==> src/rtl/tx_crc5_serializer.sv <==
// Token word serializer: pops one word per frame, shifts it out LSB first, then
// appends the inverted USB CRC5 (x^5+x^2+1, init all-ones) MSB first.
module tx_crc5_serializer #(
   parameter int WIDTH = 11
) (
   input  logic             CLK,
   input  logic             RESET,
   input  logic [WIDTH-1:0] DATA_UP,
   input  logic             VALID_UP,
   output logic             READY_UP,
   output logic             BIT_OUT,
   output logic             BIT_VALID,
   input  logic             BIT_READY,
   output logic             BIT_LAST,
   output logic             FRAME_BUSY,
   output logic [4:0]       CRC_VALUE
);

   // The counter also walks the 5 CRC bits, so it needs at least 3 bits even for tiny WIDTH.
   localparam int CW = ($clog2(WIDTH) < 3) ? 3 : $clog2(WIDTH);

   typedef enum logic [1:0] {
      IDLE = 2'd0,
      DATA = 2'd1,
      CRC  = 2'd2
   } state_t;

   state_t           state_reg, state_next;
   logic [WIDTH-1:0] shreg_reg, shreg_next;
   logic [4:0]       crc_reg, crc_next;
   logic [CW-1:0]    cnt_reg, cnt_next;
   logic [4:0]       crc_value_reg, crc_value_next;

   logic             fb;
   logic [4:0]       crc_step;
   logic [2:0]       bit_sel;

   always_ff @(posedge CLK) begin
      if (RESET) begin
         state_reg     <= IDLE;
         shreg_reg     <= '0;
         crc_reg       <= 5'h1F;
         cnt_reg       <= '0;
         crc_value_reg <= 5'h00;
      end else begin
         state_reg     <= state_next;
         shreg_reg     <= shreg_next;
         crc_reg       <= crc_next;
         cnt_reg       <= cnt_next;
         crc_value_reg <= crc_value_next;
      end
   end

   always_comb begin
      state_next     = state_reg;
      shreg_next     = shreg_reg;
      crc_next       = crc_reg;
      cnt_next       = cnt_reg;
      crc_value_next = crc_value_reg;
      READY_UP       = 1'b0;
      BIT_VALID      = 1'b0;
      BIT_OUT        = 1'b0;
      BIT_LAST       = 1'b0;

      fb       = crc_reg[4] ^ shreg_reg[0];
      crc_step = {crc_reg[3:0], 1'b0} ^ (fb ? 5'b00101 : 5'b00000);
      // CRC bits leave MSB first: cnt 0 selects bit 4.
      bit_sel  = 3'd4 - cnt_reg[2:0];

      case (state_reg)
         IDLE: begin
            READY_UP = 1'b1;
            if (VALID_UP) begin
               shreg_next = DATA_UP;
               crc_next   = 5'h1F;
               cnt_next   = '0;
               state_next = DATA;
            end
         end
         DATA: begin
            BIT_VALID = 1'b1;
            BIT_OUT   = shreg_reg[0];
            if (BIT_READY) begin
               crc_next   = crc_step;
               shreg_next = shreg_reg >> 1;
               if (cnt_reg == CW'(WIDTH - 1)) begin
                  state_next     = CRC;
                  cnt_next       = '0;
                  crc_value_next = ~crc_step;
               end else begin
                  cnt_next = cnt_reg + 1'b1;
               end
            end
         end
         CRC: begin
            BIT_VALID = 1'b1;
            BIT_OUT   = crc_value_reg[bit_sel];
            BIT_LAST  = (cnt_reg == CW'(4));
            if (BIT_READY) begin
               if (cnt_reg == CW'(4)) begin
                  state_next = IDLE;
                  cnt_next   = '0;
               end else begin
                  cnt_next = cnt_reg + 1'b1;
               end
            end
         end
         default: state_next = IDLE;
      endcase
   end

   assign FRAME_BUSY = (state_reg != IDLE);
   assign CRC_VALUE  = crc_value_reg;

endmodule
==> config.mk <==
export PLATFORM = sky130hd
export DESIGN_NAME = tx_crc5_serializer
export DESIGN_NICKNAME = d
export VERILOG_FILES = /design/src/rtl/tx_crc5_serializer.sv
export SDC_FILE = /design/constraint.sdc
export NUM_CORES = 1
export LEC_CHECK = 0
export BUFFER_PORTS_ARGS = -buffer_cell sky130_fd_sc_hd__buf_4
export CAP_MARGIN = 20
export CORE_MARGIN = 2
export CORE_UTILIZATION = 55
export CTS_BUF_LIST = sky130_fd_sc_hd__clkbuf_8
export CTS_CLUSTER_SIZE = 8
export DETAILED_ROUTE_END_ITERATION = 16
export GPL_ROUTABILITY_DRIVEN = 0
export PLACE_DENSITY = 0.88
export SKIP_LAST_GASP = 1
export SYNTH_ARGS = -nofsm -noshare
export SYNTH_HDL_FRONTEND = slang
export SYNTH_SLANG_ARGS = --single-unit
export TNS_END_PERCENT = 100
==> constraint.sdc <==
create_clock -name CLK -period 2.8 [get_ports CLK]
set_input_delay 0.42 -clock CLK [delete_from_list [all_inputs] [get_ports CLK]]
set_output_delay 0.42 -clock CLK [all_outputs]
set_load 0.01 [all_outputs]
==> key figures <==
Outcome
  • Outcome: complete, no violations

Pwr
  • Pwr Density: between 900 and 1000 mW/mm²
  • Power consumption: between 0.0015 and 0.002 W
  • Peak supply drop: ~0.70 mV
  • Leakage dissipation: 0.6470 nW

Die
  • X dimension of the die: around 55 µm
  • Total die area: approximately 0.0031 mm²
  • Number of cell rows: 18
  • Count of boundary I/O pins: 25
  • Die extent in y: 55.28 µm
  • Core Box Area: about 0.0025 mm²
  • Effective utilization at floorplan: 0.5838

Critical path
  • Critical path launch point type: flop
  • Required time of the critical path: about 2.4 ns
  • Reg2Reg Depth: 6
  • CP endpoint kind: output pin
  • Maximum fanout along the worst path: 6
  • Critical path type: reg -> out
  • Worst endpoint data arrival time: 2.01 ns

CTS
  • H-tree Lvls: 1
  • Number of buffers added by the clock tree synthesis step: 3
  • # hold bufs at CTS: 0
  • Buffer levels on the longest clock path: 2
  • Clock tree from TritonCTS: built
  • Post-CTS setup buffers: 0
  • Post-CTS sizing: 0
  • Register clock-pin slew on the reported worst setup and hold paths: roughly 0.10 ns
  • Root Driver: clkbuf_8
  • Clock Sinks: 27
  • Clock network latency to the later pin of the worst-skew pair: 0.27 ns

Place
  • Placed wire-length estimate after detailed placement: about 2.3 mm
  • Count of port buffers added during placement: 24

Yosys
  • Syn nets: 176
  • Cell types with the largest area share after synthesis: dfxtp_1, mux2i_1, a211oi_1
  • Proportion of synthesized chip area in sequential cells: 0.3737
  • Flop and latch count out of synthesis: 27
  • Number of instances in the synthesized netlist: 153
  • Post-synth top area share: 0.3737
  • Count of flip-flops with a built-in enable after synthesis: 0
  • Average instance area after synthesis: between 9 and 10 µm²
  • Share of synthesized flip-flops with an asynchronous set or reset: 0
  • Number of warning messages in the yosys log: 0
  • Leading area contributor after synthesis: dfxtp_1
  • Most frequently used cell type in the post-synthesis netlist: dfxtp_1
  • Primary FF master, synth: dfxtp_1
  • Leading post-synthesis cells by instance count: dfxtp_1, nor2_1, a211oi_1
  • Summed instance area of the synthesized netlist: between 0.001 and 0.0015 mm²
  • Unique masters post-synth: 36

STA
  • Number of hold violations in the final report: 0
  • Max Clock Skew: about 0.0070 ns
  • Slew HR: 0.6034
  • Unrepaired setup endpoints after global routing: no
  • Finish-stage setup viols: 0
  • Worst slew pin tran: 0.5937 ns
  • Final TNS setup: 0 ns
  • Maximum clock rate: 410.7 MHz
  • Final count of pins violating max slew: 0
  • Share of the clock period used by the worst path: 0.8696
  • Final critical path time including I/O delays and setup: 2.435 ns

Final layout
  • Syn-to-layout area delta: 15.14%
  • Post-layout nets: just under 200
  • Max FFs per register: 11
  • Diodes inserted: 0
  • Layout cells sized above 1: 0.2093

Global route
  • Global-route wire length before repair: about 5.5 mm
  • Global-route total usage across every layer: 0.2184
  • Via count of the first global-routing pass: around 1200
  • Antenna violations before repair: 0
  • Maximum number of pins on one net before global-route repair: 28
  • Overflow after GRT: 0

Drt
  • DR iter-0 viols: 40
  • Drt pass-1 iters: 4
  • Remaining routing DRC violations: 0
  • Final ANT Viol Nets: 0
  • Count of vias placed by the detailed router: about 1200
  • Routed length per placed instance: 15.03 µm
  • Post-DR vias/cell: 5.886
  • Final wirelength: slightly above 3 mm

Hold path
  • Worst hold path type: in -> reg
  • Depth of the worst hold-timing path: 3

Flow run
  • Max Cap Viol: 0
==> per-stage QoR <==
stage	util	hold slack (ns)	instances	setup slack [ns]	cell area [µm²]
after CTS	0.6722	0.4392	202	0.3810	1665
after detailed placement	0.6525	0.4625	198	0.6946	1617
after floorplan	-	0.4317	153	0.8886	1446
after global placement	0.6525	0.4624	198	0.7989	1617
after global routing	0.6722	0.4537	202	0.1474	1665
final	0.6722	0.4413	202	0.3650	1665
==> power by group <==
part           total (W)  internal (W)  switching [W]
clock network   0.000227      0.000101       0.000126
registers       0.000542      0.000479      0.0000629
logic           0.000772      0.000329       0.000443
total            0.00154      0.000910       0.000632
==> path summary, 6_finish.rpt <==
kind                 from       endpoint  slack, ns
min           DATA_UP[10]  shreg_reg[10]       0.44
min reg2reg    crc_reg[0]   CRC_VALUE[1]       0.48
max reg2reg  state_reg[1]   CRC_VALUE[3]       0.73
max            cnt_reg[0]        BIT_OUT       0.37
==> worst max-delay path: stages (launching register included) <==
cell and delay [ns]:
dfxtp_1 0.46, inv_1 0.12, ha_1 0.34, mux4_2 0.31
a221oi_1 0.26, nor3b_1 0.10, buf_4 0.15
==> kinds of logic (layout without fill, tap and decap cells) <==
| logic type | Yosys count | in the layout | synth area share |
|---|---|---|---|
| fa+ha+maj | 8 | 8 | 0.06921 |
| flops | 27 | 27 | 0.3737 |
| simple gates | 54 | 54 | 0.2215 |
| xor+xnor | 3 | 3 | 0.01817 |
| compound gates | 32 | 32 | 0.1583 |
| mux | 14 | 14 | 0.1081 |
| buf+inv | 15 | 34 | 0.05104 |
==> cells in the final DEF (no fill, tap or decap), drive strengths merged, types with 2 or more instances in the layout <==
cell and instances:
a211oi 14, a21oi 5, a31oi 2, and4bb 2
buf 25, clkbuf 3, dfxtp 27, ha 8
inv 5, mux2i 13, nand2 5, nand2b 3
nand3 6, nand3b 2, nand4 2, nor2 23
nor4b 5, o21ai 3, o21bai 4, xnor2 3
==> final cells by class <==
cell class                      instances  area [µm²]
Clock buffer                            3       41.29
Clock inverter                          1       7.507
Fill cell                             210       812.0
Inverter                                5       18.77
Multi-Input combinational cell        111       832.0
Sequential cell                        27       540.5
Tap cell                               30       37.54
Timing Repair Buffer                   25       187.7
==> metal layers <==
layer | vias to the layer above | wire, µm | track usage
li1 | 593 | - | -
met1 | 537 | 1279 | 0.2637
met2 | 44 | 1508 | 0.3707
met3 | 15 | 132 | 0.04215
met4 | 0 | 116 | 0.1045
met5 | - | 0 | 0
Note: power is estimated with default switching activity, not from simulation.
